### src/rtl/tiny_soc_pkg.sv
// Shared types for the tiny SoC memory arbiter: bus word types, response-stage record
// and the strobe-to-bit-mask helper.
package tiny_soc_pkg;

  localparam int MaxReadLatency = 4;

  typedef logic [31:0] addr_t;
  typedef logic [31:0] data_t;
  typedef logic [3:0]  strb_t;
  typedef logic [2:0]  ch_id_t;

  typedef struct packed {
    logic   valid;
    ch_id_t ch;
    logic   we;
    logic   err;
    data_t  rdata;
  } rsp_stage_t;

  function automatic data_t expand_strb(input strb_t strb);
    data_t mask;
    for (int b = 0; b < 4; b++) mask[8*b +: 8] = {8{strb[b]}};
    return mask;
  endfunction

endpackage

### src/rtl/tiny_soc_rr_arb.sv
// Round-robin selector: grants the first requester at or after the pointer and then
// moves the pointer just past the winner.
module tiny_soc_rr_arb
  import tiny_soc_pkg::*;
#(
  parameter int NumCh = 2
) (
  input  logic             clk,
  input  logic             rst,
  input  logic             en,
  input  logic [NumCh-1:0] req,
  output logic [NumCh-1:0] gnt,
  output ch_id_t           gnt_id,
  output logic             gnt_any
);

  ch_id_t ptr;

  always_comb begin
    int c;
    gnt     = '0;
    gnt_id  = '0;
    gnt_any = 1'b0;
    c       = 0;
    for (int off = 0; off < NumCh; off++) begin
      c = int'(ptr) + off;
      if (c >= NumCh) c = c - NumCh;
      if (en && !gnt_any && req[c]) begin
        gnt[c]  = 1'b1;
        gnt_id  = ch_id_t'(c);
        gnt_any = 1'b1;
      end
    end
  end

  always_ff @(posedge clk or posedge rst) begin
    if (rst) begin
      ptr <= '0;
    end else if (gnt_any) begin
      ptr <= (gnt_id == ch_id_t'(NumCh - 1)) ? '0 : gnt_id + 3'd1;
    end
  end

endmodule

### src/rtl/tiny_soc_mem_arb.sv
// Multi-channel SRAM arbiter with address relocation, range/alignment checks and a
// fixed-latency response pipeline. Optional stall injection: TINY_SOC_STALL_INJECT_EN.
module tiny_soc_mem_arb
  import tiny_soc_pkg::*;
#(
  parameter int          NumCh       = 2,
  parameter int          DepthWords  = 1 << 20,
  parameter int          ReadLatency = 1,
  parameter logic [31:0] RelocBase   = 32'h8000_0000,
  parameter logic [15:0] LfsrSeed    = 16'hACE1,
  localparam int         AW          = (DepthWords > 1) ? $clog2(DepthWords) : 1
) (
  input  logic              clk_i,
  input  logic              rst_i,
  input  logic [NumCh-1:0]  ch_req_i,
  output logic [NumCh-1:0]  ch_gnt_o,
  input  logic [31:0]       ch_addr_i  [NumCh],
  input  logic [NumCh-1:0]  ch_we_i,
  input  logic [31:0]       ch_wdata_i [NumCh],
  input  logic [3:0]        ch_strb_i  [NumCh],
  output logic [NumCh-1:0]  ch_rvalid_o,
  output logic [31:0]       ch_rdata_o [NumCh],
  output logic [NumCh-1:0]  ch_err_o,
  output logic              mem_req_o,
  output logic              mem_we_o,
  output logic [AW-1:0]     mem_addr_o,
  output logic [31:0]       mem_wdata_o,
  output logic [31:0]       mem_wmask_o,
  input  logic [31:0]       mem_rdata_i
);

  logic       stall;
  logic       gnt_any;
  ch_id_t     gnt_id;
  addr_t      sel_addr, idx, word;
  data_t      sel_wdata, rd_capture, out_rdata;
  strb_t      sel_strb;
  logic       sel_we, acc_err;
  rsp_stage_t stage_in, last;
  rsp_stage_t stg [ReadLatency];

`ifdef TINY_SOC_STALL_INJECT_EN
  logic [15:0] lfsr;

  always_ff @(posedge clk_i or posedge rst_i) begin
    if (rst_i) lfsr <= LfsrSeed;
    else       lfsr <= {lfsr[0] ^ lfsr[2] ^ lfsr[3] ^ lfsr[5], lfsr[15:1]};
  end

  assign stall = lfsr[0];
`else
  assign stall = 1'b0;
`endif

  tiny_soc_rr_arb #(.NumCh(NumCh)) u_arb (
    .clk     (clk_i),
    .rst     (rst_i),
    .en      (!rst_i && !stall),
    .req     (ch_req_i),
    .gnt     (ch_gnt_o),
    .gnt_id  (gnt_id),
    .gnt_any (gnt_any)
  );

  always_comb begin
    sel_addr  = '0;
    sel_we    = 1'b0;
    sel_wdata = '0;
    sel_strb  = '0;
    for (int i = 0; i < NumCh; i++) begin
      if (ch_gnt_o[i]) begin
        sel_addr  = ch_addr_i[i];
        sel_we    = ch_we_i[i];
        sel_wdata = ch_wdata_i[i];
        sel_strb  = ch_strb_i[i];
      end
    end
  end

  // The subtraction wraps, so addresses below the base become huge indices as well.
  assign idx     = sel_addr - RelocBase;
  assign word    = idx >> 2;
  assign acc_err = (sel_addr < RelocBase) || (word >= 32'(DepthWords)) || (sel_addr[1:0] != 2'b00);

  assign mem_req_o   = gnt_any && !acc_err;
  assign mem_we_o    = mem_req_o && sel_we;
  assign mem_addr_o  = mem_req_o ? word[AW-1:0] : '0;
  assign mem_wdata_o = mem_req_o ? sel_wdata : '0;
  assign mem_wmask_o = mem_req_o ? expand_strb(sel_strb) : '0;

  always_comb begin
    stage_in       = '0;
    stage_in.valid = gnt_any;
    stage_in.ch    = gnt_id;
    stage_in.we    = sel_we;
    stage_in.err   = gnt_any && acc_err;
  end

  assign rd_capture = (stg[0].valid && !stg[0].we && !stg[0].err) ? mem_rdata_i : '0;

  always_ff @(posedge clk_i or posedge rst_i) begin
    if (rst_i) begin
      for (int i = 0; i < ReadLatency; i++) stg[i] <= '0;
    end else begin
      stg[0] <= stage_in;
      for (int i = 1; i < ReadLatency; i++) begin
        stg[i] <= stg[i-1];
        if (i == 1) stg[i].rdata <= rd_capture;
      end
    end
  end

  // With a single stage the SRAM data arrives in the response cycle and is passed through.
  assign last      = stg[ReadLatency-1];
  assign out_rdata = (ReadLatency == 1) ? rd_capture : last.rdata;

  always_comb begin
    ch_rvalid_o = '0;
    ch_err_o    = '0;
    for (int i = 0; i < NumCh; i++) begin
      ch_rdata_o[i] = '0;
      if (last.valid && last.ch == ch_id_t'(i)) begin
        ch_rvalid_o[i] = 1'b1;
        ch_err_o[i]    = last.err;
        ch_rdata_o[i]  = out_rdata;
      end
    end
  end

endmodule

### config.mk
export PLATFORM = sky130hd
export DESIGN_NAME = tiny_soc_mem_arb
export DESIGN_NICKNAME = d
export VERILOG_FILES = /design/src/rtl/tiny_soc_pkg.sv /design/src/rtl/tiny_soc_rr_arb.sv /design/src/rtl/tiny_soc_mem_arb.sv
export SDC_FILE = /design/constraint.sdc
export NUM_CORES = 1
export LEC_CHECK = 0
export ABC_AREA = 1
export BUFFER_PORTS_ARGS = -buffer_cell sky130_fd_sc_hd__buf_4
export CORE_AREA = 5 5 124 126
export DETAILED_ROUTE_END_ITERATION = 10
export DIE_AREA = 0 0 129 131
export PLACE_DENSITY = 0.56
export SLEW_MARGIN = 10
export SYNTH_ARGS = -nofsm -noshare
export SYNTH_HDL_FRONTEND = slang
export SYNTH_SLANG_ARGS = --single-unit
### constraint.sdc
create_clock -name clk_i -period 2.95 [get_ports clk_i]
set_input_delay 0.295 -clock clk_i [delete_from_list [all_inputs] [get_ports clk_i]]
set_output_delay 0.295 -clock clk_i [all_outputs]
set_load 0.01 [all_outputs]
Yosys cells after proc, flatten, opt, wreduce, memory -nomap -nowiden
Index checks and enable logic that the tools add are counted.
- add/sub/neg operators: 5
- order comparisons: 8
- eq/ne operators: 2
- muxes and demuxes: 37
- bitwise operators: 1
- reduce and logical (&&, ||, !) cells: 21
- operator list (kind ; number):
    $mux W32 ; 11
    $ge A32 B1 Y1 const B ; 2
    $lt A32 B3 Y1 const B ; 2
    $ge A32 B3 Y1 const B ; 1
    $lt A32 B32 Y1 const B ; 1
    $sub A32 B3 Y32 const B ; 1
    $sub A32 B32 Y32 const B ; 1
    $ge A30 B21 Y1 const B ; 1
    $mux W20 ; 1
    $mux W1 ; 16
    $logic_and A1 B1 Y1 ; 12
    $mux W3 ; 3
    $mux W4 ; 2
    $eq A3 B1 Y1 const B ; 2
    $logic_not A1 Y1 ; 5
    $add A3 B1 Y4 const B ; 1
    $mux W2 ; 2
    $sub A3 B2 Y4 const B ; 1
    $add A3 B1 Y3 const B ; 1
    $ge A3 B2 Y1 const B ; 1
    $logic_not A3 Y1 ; 1
    $demux W1 S1 ; 2
    $logic_or A1 B1 Y1 ; 2
    $or A2 B2 Y2 ; 1
    $reduce_bool A2 Y1 ; 1
- flip-flop bits (word level): 9
- bits of input ports: 174
- output and inout port bits: 156
- word-level logic and storage cells: 79

Longest topological paths before layout
Gate-level depths: netlist of run 1.
- depth in word-level cells: 20
- depth in mapped cells: 19
- mapped depth without buffers: 16

Cells and area by module
From an unflattened synthesis of run 1, not the netlist that was laid out.
- cells, all modules: 393
- area total of the unflattened synthesis: 2331.0 sq um
- by module, submodules not included (module ; times used ; cells an instance ; area an instance (sq um) ; sequential area each (sq um)):
    tiny_soc_mem_arb ; 1 ; 323 ; 1860.5 ; 150.1
    tiny_soc_rr_arb ; 1 ; 70 ; 470.5 ; 75.1

Least setup slack after synthesis of run 1
Ideal clock, no wire load.
- path type: register -> output
- from: register u_arb.ptr[0]
- to: output port mem_wmask_o[25]
- data arrival time: 2.457 ns
- required time: 2.655 ns
- path slack: 0.198 ns
- cell stages (with the launch flop): 16
- path through: dfrtp_1 > inv_2 > ha_1 > ha_1 > inv_1 > nor2_1 > nand3_1 > nand2_1 > nand2_1 > nand2_2 > nand2_1 > nand2_1 > nand2_2 > buf_6 > nor2_1 > buf_4
- word-level cells in the longest chain between the ends: 20
- elaborated cells on any way between the ends: 45
- those cells by class: add/sub (4); order compare (8); mux (21); bitwise (1); reduce/logical (11)
- RTL lines (item ; line ; text):
    from (decl) ; tiny_soc_rr_arb.sv:17 ; ch_id_t ptr;
    from (signal assigned) ; tiny_soc_rr_arb.sv:40 ; ptr <= (gnt_id == ch_id_t'(NumCh - 1)) ? '0 : gnt_id + 3'd1;
    branches (longest 19 deep; another with $sub A32 B3 Y32) ; - ;
    $mux W32 (*) ; tiny_soc_mem_arb.sv:89 ; assign mem_wmask_o = mem_req_o ? expand_strb(sel_strb) : '0;
    to (decl) ; tiny_soc_mem_arb.sv:28 ; output logic [31:0] mem_wmask_o,
Mark *: on every way between the ends. The select of a mux whose other input is x is not followed.

Worst setup path in the final report of run 1
- from: register u_arb.ptr[1]
- to: output port mem_wmask_o[21]
- word-level cells in the longest chain between the ends: 20
- elaborated cells on any way between the ends: 45
- those cells by class: add/sub (4); order compare (8); mux (21); bitwise (1); reduce/logical (11)
- RTL lines (item ; line):
    branches (longest 19 deep; another with $sub A32 B3 Y32) ; -
    $mux W32 (*) ; tiny_soc_mem_arb.sv:89
Marks and branches as above.

==> summary.txt, run 1 <==
Logic synthesis
  – Seq/Total Area, Yosys: 8.26%
  – Synth warn: 0
  – Cell variety after synth: 24
  – EDFF count, synth: 0
  – Share of synthesized flip-flops with an asynchronous set or reset: 100%
  – Syn_nets: 743
  – Mean area per synthesized cell: 4.85 um^2
  – Area of the mapped netlist: 0.00273 mm^2
  – Post-Syn Instances: 562
  – Synth Register Bits: 9
  – Predominant post-synthesis flop cell: dfrtp_1

Placement
  – Placed Instances: 1033
  – Gpl congestion: 0.836
  – Final HPWL DP: 11700 um
  – Port Buffer Count: 329

CTS
  – Clock transition at path regs: 40 ps
  – CTS Sinks: 9
  – TritonCTS clock tree: yes
  – Worst-case clock buffer depth: 2
  – Worst-skew pair later-pin latency: 230 ps
  – Hold_buf cts: 0
  – CTS buffer count: 3
  – H-tree levels: 1
  – Root buf cell: clkbuf_16

Setup path
  – Crit-path max cell delay: 410 ps
  – Dominant cell type by count on the critical path: nand2_2
  – Worst path buffer plus inverter count: 5
  – Crit path kind: flop to primary output
  – Startpoint types: flop
  – Worst-path cell chain: buf_6 -> ha_4 -> ha_4 -> inv_2 -> nor2_2 -> nand3_2 -> nand2_2 -> nand2_2 -> nand2_4 -> nand2_2 -> nand2_2 -> nand2_4 -> buf_12 -> buf_6 -> nor2_4 -> buf_4
  – CP top delay family: simple AND/OR/NAND/NOR gates
  – CP Capture Type: primary output
  – Required time worst endpoint: 2650 ps
  – Critical Path AT: 2590 ps
  – Worst path slowest cell: dfrtp_1
  – Crit path max fanout: 8

Drt
  – DRT Pass-1 Iters: 4
  – Starting DRT DRC Count: 156
  – WL/cell: 14.0 um
  – Final wirelength: 14800 um
  – Vias: 4246
  – # DRC: 0
  – Vias per Instance: 4.02
  – Final ANT Viol Nets: 0

Flow run
  – MaxCap Viol Count: 0

Timing
  – Worst slew margin: 52.7%
  – RSZ-0062 raised after global routing: yes
  – Max-slew violations: 0
  – Minimum clock period after layout: 2890 ps
  – Worst Clk Skew: 3.27 ps
  – Peak Freq: 347 MHz
  – Final hold slack: 140 ps
  – Final setup viols: 0
  – Final hold violation count: 0
  – Final Cycle Share: 97.8%
  – Aggregate negative setup slack: 0 ps
  – Tightest Pin Transition: 702 ps

GRT
  – First-pass GRT wire length: 19500 um
  – Total gr overflow: 0
  – Vias in the first global route: 3843
  – Total GRT Usage: 14.1%
  – Largest net degree at the start of global routing: 65
  – Initial antenna violation count: 0

Floorplan
  – Die height: 131 um
  – Starting Density: 19.2%
  – Die X-Extent: 129 um
  – I/O Pins: 330
  – Core area: 0.0142 mm^2
  – Die area: 0.0169 mm^2
  – FP Rows: 44

Run status
  – Outcome: finished, final reports clean

Layout
  – Area grow syn2layout: 112%
  – Layout cells sized above 1: 48.4%
  – Layout Nets: 1054
  – Diode count: 0
  – Fin cells: 1056

Pwr
  – VDD IR max: 0.220 mV
  – Power Total: 2160 uW
  – Pwr Density: 373 mW/mm^2
  – Pleak: 0.00320 uW

Hold path
  – Hold WC Path Type: primary input to asynchronous set/reset pin
-- layout make-up --
cell class	instances	area [um^2]
clock buffers	4	78.8
inverters	116	435
repair buffers	365	3020
flip-flops and latches	9	226
multi-input cells	378	1810
well taps	184	230
fillers	1556	8410
-- power by group --
part           switching [uW]  internal [uW]
clock                    55.1            180
sequential               41.5            165
combinational             951            770
-- cells by family after synthesis --
family | count (synthesis) | synth area share [%]
adders and majority gates | 7 | 3.21
xor gates and xnor gates | 1 | 0.321
AOI/OAI and AO/OA | 6 | 1.19
DFF | 9 | 8.26
buffers and inverters | 175 | 30.3
and+or+nand+nor | 364 | 56.7
-- path summary, 6_finish.rpt --
kind | startpoint | endpoint | slack [ps] | cells after the start
max | u_arb.ptr[1] | mem_wmask_o[21] | 60 | 16
min | rst_i | u_arb.ptr[0] | 140 | 3
max reg2reg | u_arb.ptr[1] | last[33] | 910 | 13
min reg2reg | u_arb.ptr[2] | u_arb.ptr[2] | 670 | 2
max in group asynchronous | rst_i | u_arb.ptr[0] | 2660 | 3
min in group clk_i | rst_i | u_arb.ptr[0] | 380 | 4
-- sequential cells by signal, summed over array words and instances, names as in the netlist --
register   flops
last           6
u_arb.ptr      3
-- layer usage --
metal,wire [um],GRT usage [%],share of wire [%],vias up
met5,0,0,0,-
met4,41,1.67,0.28,0
met3,1500,3.29,10,2
met2,7720,26.3,52,191
met1,5580,17.0,38,1810
li1,-,-,-,2243
-- repair_timing --
action	4_1_cts	5_1_grt
setup endpoints to repair	59	86
gates resized for setup	5	52
cloned	1	4
pin swaps	3	17
endpoints found under the hold margin	0	0
setup buffers	4	10
-- worst min-delay path, delay by kind of cell --
family                 cells  cell delay, ps
buffers and inverters      3             420
-- stage by stage --
stage	area [um^2]	util, %	setup slack (ps)
floorplan	2730	-	198
global placement	5220	36.7	197
detailed placement	5220	36.7	153
CTS	5400	38.0	-7.03
global route	5800	40.8	-73.7
finish	5800	40.8	64.0
-- cell usage after synthesis (3+ instances only) --
cell type	number	share of area (%)
dfrtp_1	9	8.3
nor3_1	64	12
buf_2	9	1.7
nand4_1	6	1.4
buf_4	34	9.4
nor2_1	58	8.0
clkbuf_1	13	1.8
nand3_1	10	1.8
inv_2	4	0.55
inv_1	112	15
nand2_2	3	0.69
nand2_1	199	27
ha_1	7	3.2
nor2_2	19	4.4
-- placed cells by master (no fill, tap or decap) --
cell type	instances
ha_2	1
inv_1	109
o21ai_0	2
ha_1	2
buf_12	5
or2_2	2
nor2_2	19
buf_16	3
nand2_4	3
a21oi_2	1
nand2_1	191
xor2_1	1
nand2_2	8
dfrtp_2	1
dfrtp_1	8
buf_4	331
nor3_1	64
nand3b_1	2
nand3_2	4
nor2_4	3
clkbuf_16	7
inv_2	7
buf_6	22
ha_4	4
nand4_1	6
nor2_1	55
nand3_1	7
clkbuf_1	1
a22oi_1	1
o21ai_2	1
a21oi_1	1
Note: power is estimated with default switching activity, not from simulation.
==> inputs of run 2 (changes only) <==
--- a/config.mk
+++ b/config.mk
@@ -7,10 +7,10 @@
 export LEC_CHECK = 0
 export ABC_AREA = 1
 export BUFFER_PORTS_ARGS = -buffer_cell sky130_fd_sc_hd__buf_4
-export CORE_AREA = 5 5 124 126
+export CORE_AREA = 2 2 129 131
 export DETAILED_ROUTE_END_ITERATION = 10
-export DIE_AREA = 0 0 129 131
-export PLACE_DENSITY = 0.56
+export DIE_AREA = 0 0 131 133
+export PLACE_DENSITY = 0.51
 export SLEW_MARGIN = 10
 export SYNTH_ARGS = -nofsm -noshare
 export SYNTH_HDL_FRONTEND = slang
==> summary.txt, run 2 (synthesized netlist as in run 1, its figures left out) <==
Run status
  – Outcome: finished, final reports clean

Pwr
  – Psw: 998 uW
  – Net Sw Frac: 49.4%
  – VDD IR max: 0.210 mV
  – Reg power frac: 9.9%
  – Clk pwr share: 11.7%
  – Comb pwr share: 78.4%
  – Pleak: 0.00322 uW
  – Internal cell power: 1020 uW
  – Pwr Density: 347 mW/mm^2

Setup path
  – CP top delay family: simple AND/OR/NAND/NOR gates
  – Worst path buffer plus inverter count: 5
  – Startpoint types: flop
  – Worst path slowest cell: dfrtp_1
  – Crit path kind: flop to primary output
  – Worst-path cell chain: ha_2 -> inv_2 -> nand2_2 -> nand2_2 -> ha_4 -> inv_2 -> nor2_2 -> nand3_1 -> nand2_2 -> nand2_2 -> nand2_4 -> nand2_4 -> nand2_4 -> nand2_8 -> buf_12 -> nor2_4 -> buf_12 -> buf_4
  – Crit path max fanout: 8
  – Critical Path AT: 2610 ps
  – Crit-path max cell delay: 410 ps
  – CP Capture Type: primary output
  – Dominant cell type by count on the critical path: nand2_2
  – Required time worst endpoint: 2650 ps

GRT
  – Vias in the first global route: 3877
  – Initial antenna violation count: 0
  – Total GRT Usage: 13.8%
  – Largest net degree at the start of global routing: 52
  – First-pass GRT wire length: 19300 um
  – Total gr overflow: 0

Layout
  – Area grow syn2layout: 114%
  – Commonest non-fill, non-tap cell in the layout: buf_4
  – Max reg flops: 6
  – Most frequent cells in the layout: 331 x buf_4, 189 x nand2_1, 110 x inv_1
  – Layout Nets: 1054
  – Layout cells sized above 1: 47.5%
  – Diode count: 0

CTS
  – Clock transition at path regs: 40 ps
  – H-tree levels: 1
  – TritonCTS clock tree: yes
  – Root buf cell: clkbuf_16
  – Worst-skew pair later-pin latency: 230 ps
  – CTS buffer count: 3
  – CTS Sinks: 9
  – Worst-case clock buffer depth: 2

Timing
  – Worst Clk Skew: 3.29 ps
  – Minimum clock period after layout: 2900 ps
  – Peak Freq: 345 MHz
  – Setup ws final: 49.9 ps
  – RSZ-0062 raised after global routing: yes
  – Max-slew violations: 0
  – Final setup viols: 0
  – Tightest Pin Transition: 708 ps
  – Final hold violation count: 0
  – Final Cycle Share: 98.3%
  – Worst slew margin: 52.8%
  – Aggregate negative setup slack: 0 ps

Drt
  – WL/cell: 12.9 um
  – Vias: 4276
  – # DRC: 0
  – Final ANT Viol Nets: 0
  – Final wirelength: 14100 um
  – DRT Pass-1 Iters: 6
  – Vias per Instance: 3.92
  – Starting DRT DRC Count: 156

Placement
  – Gpl congestion: 0.793
  – Port Buffer Count: 329
  – Final HPWL DP: 11000 um
  – Post-Place Setup Slack: 99.2 ps

Floorplan
  – Die height: 133 um
  – I/O Pins: 330
  – Core area: 0.0162 mm^2
  – Starting Density: 16.9%
  – Die X-Extent: 131 um
  – Die area: 0.0174 mm^2
  – FP Rows: 47

Flow run
  – MaxCap Viol Count: 0

Hold path
  – Hold WC Path Type: primary input to flop
[run 2: layout make-up]
type,instances,area (um^2)
clock buffer,4,78.8
fill,1797,10300
inverter,116,438
multi-input combinational,378,1800
sequential,9,225
tap,220,275
timing repair buffer,365,3010
[run 2: worst paths after layout]
path / from / depth (start not counted) / to / slack [ps]
hold reg to reg: u_arb.ptr[2] / 2 / u_arb.ptr[2] / 630
setup reg to reg: u_arb.ptr[0] / 15 / last[33] / 830
setup / recovery: u_arb.ptr[0] / 18 / mem_wmask_o[16] / 50
hold / removal: ch_we_i[1] / 4 / last[33] / 420
min in group asynchronous: rst_i / 3 / u_arb.ptr[0] / 510
max in group asynchronous: rst_i / 4 / last[33] / 2090
[run 2: worst register-to-register path, delay by kind of cell (launching register included)]
family	cells	cell delay [ps]
buffers and inverters	4	370
DFF	1	410
adders and majority gates	2	500
and+or+nand+nor	9	780
[run 2: per-stage QoR]
| stage | cells | hold slack (ps) | power [uW] | util (%) | area [um^2] |
|---|---|---|---|---|---|
| 2_1_floorplan | 562 | 153 | 1070 | - | 2730 |
| 3_3_place_gp | 1070 | 196 | 1560 | 32.6 | 5270 |
| 3_5_place_dp | 1070 | 194 | 1560 | 32.6 | 5270 |
| 4_1_cts | 1078 | 457 | 1830 | 33.7 | 5460 |
| 5_1_grt | 1092 | 469 | 2250 | 36.0 | 5830 |
| 6_report | 1092 | 423 | 2020 | 36.0 | 5830 |
[run 2: metal layers]
layer | track usage, % | share of wire [%]
met5 | 0 | 0
met4 | 1.42 | 0.57
met3 | 2.91 | 9.0
met2 | 27.7 | 53
met1 | 14.9 | 38
[run 2: repair_timing]
action                                  CTS  global route
endpoints found under the setup margin   32            86
hold buffers                              1             0
gates cloned                              1             5
hold endpoints to repair                  1             0
resized for setup                         7            44
pin swaps                                 1            15
setup buffers                             2            10
[run 2: power by group through the flow]
stage / clock network (uW) / logic, uW / registers, uW
floorplan: 0 / 867 / 201
global placement: 0 / 1360 / 195
detailed placement: 0 / 1360 / 197
CTS: 243 / 1390 / 199
global route: 250 / 1790 / 206
finish: 237 / 1580 / 199
==> inputs of run 3 (changes only) <==
--- a/config.mk
+++ b/config.mk
@@ -7,10 +7,10 @@
 export LEC_CHECK = 0
 export ABC_AREA = 1
 export BUFFER_PORTS_ARGS = -buffer_cell sky130_fd_sc_hd__buf_4
-export CORE_AREA = 2 2 129 131
+export CORE_AREA = 2 2 127 129
 export DETAILED_ROUTE_END_ITERATION = 10
-export DIE_AREA = 0 0 131 133
-export PLACE_DENSITY = 0.51
+export DIE_AREA = 0 0 129 131
+export PLACE_DENSITY = 0.53
 export SLEW_MARGIN = 10
 export SYNTH_ARGS = -nofsm -noshare
 export SYNTH_HDL_FRONTEND = slang
==> constraint.sdc (replaced) <==
create_clock -name clk_i -period 2.95 [get_ports clk_i]
set_input_delay 0.885 -clock clk_i [delete_from_list [all_inputs] [get_ports clk_i]]
set_output_delay 0.885 -clock clk_i [all_outputs]
set_load 0.01 [all_outputs]
==> summary.txt, run 3 (synthesized netlist as in run 1, its figures left out) <==
Run status
  – Outcome: finished with violations
  – Failing checks: setup timing

Setup path
  – Worst path slowest cell: dfrtp_2
  – Dominant cell type by count on the critical path: nand2_2
  – CP top delay family: simple AND/OR/NAND/NOR gates
  – Crit path kind: flop to primary output
  – Crit-path max cell delay: 440 ps
  – Instance count on the critical path: 17
  – Worst path buffer plus inverter count: 4
  – Crit path max fanout: 6
  – Required time worst endpoint: 2070 ps
  – Worst Reg-to-Reg Cells: 16
  – R2r startpoint: u_arb.ptr[1]
  – Worst reg2reg path endpoint: last[33]
  – Flop-to-flop setup slack: 650 ps
  – Critical Path AT: 2500 ps
  – Startpoint types: flop
  – CP Capture Type: primary output
  – Worst-path cell chain: ha_4 -> nand2_2 -> nand2_2 -> ha_4 -> inv_4 -> nor2_2 -> nand3_1 -> nand2_2 -> nand2_2 -> nand2_4 -> nand2_4 -> nand2_4 -> nand2_8 -> buf_12 -> clkbuf_16 -> nor2_2 -> buf_6

CTS
  – H-tree levels: 1
  – Worst-skew pair later-pin latency: 230 ps
  – Clock transition at path regs: 40 ps
  – Worst-case clock buffer depth: 2
  – Root buf cell: clkbuf_16
  – TritonCTS clock tree: yes
  – CTS buffer count: 3
  – CTS Sinks: 9
  – Hold_buf cts: 0

Placement
  – Gpl congestion: 0.823
  – Final HPWL DP: 11200 um
  – Post-DP Area: 0.00564 mm^2
  – Port Buffer Count: 329

Floorplan
  – I/O Pins: 330
  – Die area: 0.0169 mm^2
  – Die height: 131 um
  – Starting Density: 17.5%
  – Core area: 0.0156 mm^2
  – FP Rows: 46
  – Die X-Extent: 129 um

Drt
  – Starting DRT DRC Count: 148
  – Final ANT Viol Nets: 0
  – Vias per Instance: 3.98
  – Vias: 4495
  – # DRC: 0
  – Final wirelength: 14900 um
  – DRT Pass-1 Iters: 4
  – WL/cell: 13.2 um

Timing
  – Final setup viols: 88
  – Setup ws final: -432 ps
  – Minimum clock period after layout: 3380 ps
  – Worst slew margin: 76.7%
  – Tightest Pin Transition: 349 ps
  – Final Cycle Share: 115%
  – Peak Freq: 296 MHz
  – Aggregate negative setup slack: -32440 ps
  – Worst Clk Skew: 1.66 ps
  – RSZ-0062 raised after global routing: yes
  – Final hold violation count: 0
  – Max-slew violations: 0

Layout
  – Final Util: 44.1%
  – Commonest non-fill, non-tap cell in the layout: buf_4
  – Diode count: 0
  – Finished Cell Area: 0.00689 mm^2
  – Most frequent cells in the layout: 286 x buf_4, 172 x nand2_1, 91 x inv_1, 91 x buf_6, 64 x nor3_1
  – Area grow syn2layout: 152%
  – Fillers: 1620
  – Layout cells sized above 1: 57.8%
  – Max reg flops: 6
  – Layout Nets: 1094

Pwr
  – Psw: 1240 uW
  – Reg power frac: 7.6%
  – Pleak: 0.00353 uW
  – Internal cell power: 1460 uW
  – Comb pwr share: 83.8%
  – VDD IR max: 0.279 mV
  – Clk pwr share: 8.6%
  – Net Sw Frac: 46.0%
  – Pwr Density: 392 mW/mm^2

Flow run
  – MaxCap Viol Count: 0

GRT
  – Total gr overflow: 0
  – Initial antenna violation count: 0
  – First-pass GRT wire length: 20200 um
  – Largest net degree at the start of global routing: 65
  – Vias in the first global route: 4028
  – Total GRT Usage: 15.1%

Hold path
  – Hold WC Path Type: primary input to asynchronous set/reset pin
==> run 3: routing by layer <==
layer / GRT usage (%) / wire, um / part of all wire, % / up-vias
li1: - / - / - / 2326
met3: 2.85 / 1220 / 8.2 / 12
met5: 0 / 0 / 0 / -
met4: 3.20 / 177 / 1.2 / 0
met1: 16.9 / 5450 / 37 / 1949
met2: 29.7 / 8030 / 54 / 208
==> run 3: worst max path at each step <==
stage,start,to,slack [ps]
3_5_place_dp,u_arb.ptr[1],mem_we_o,-290
5_1_grt,u_arb.ptr[1],mem_addr_o[18],-560
4_1_cts,u_arb.ptr[1],mem_wmask_o[18],-420
6_report,u_arb.ptr[1],mem_addr_o[18],-430
3_3_place_gp,u_arb.ptr[1],mem_we_o,-260
2_1_floorplan,u_arb.ptr[0],mem_wmask_o[10],-180
==> run 3: cell type report <==
class	count	area [um^2]	area share, %
Clock buffer	4	78.8	1.14
Inverter	116	444	6.45
Multi-Input combinational cell	378	2110	30.7
Sequential cell	9	228	3.31
Tap cell	216	270	3.93
Timing Repair Buffer	405	3750	54.5
==> run 3: power by group through the flow <==
stage,combinational (uW),clock (uW),sequential [uW]
finish,2260,232,206
global route,2480,249,213
CTS,2040,238,205
detailed placement,1680,0,199
global placement,1690,0,198
floorplan,888,0,207
==> run 3: worst min-delay path, stage by stage <==
cell and delay [ps]:
buf_4 130, clkinvlp_4 80, buf_4 180
==> run 3: through the flow <==
| step | hold slack (ps) | power (uW) | worst slack, ps | cells |
|---|---|---|---|---|
| after detailed placement | 690 | 1880 | -291 | 1101 |
| after global routing | 738 | 2950 | -557 | 1128 |
| after floorplan | 566 | 1100 | -175 | 562 |
| final | 710 | 2700 | -432 | 1128 |
| after global placement | 691 | 1890 | -261 | 1101 |
| after CTS | 711 | 2480 | -419 | 1124 |
==> run 3: repair_timing <==
item                                    in CTS  in global routing
gates cloned                                 4                  3
buffers inserted                            17                  3
endpoints found under the setup margin      88                 88
pin swaps                                   35                 36
gates resized for setup                     88                148
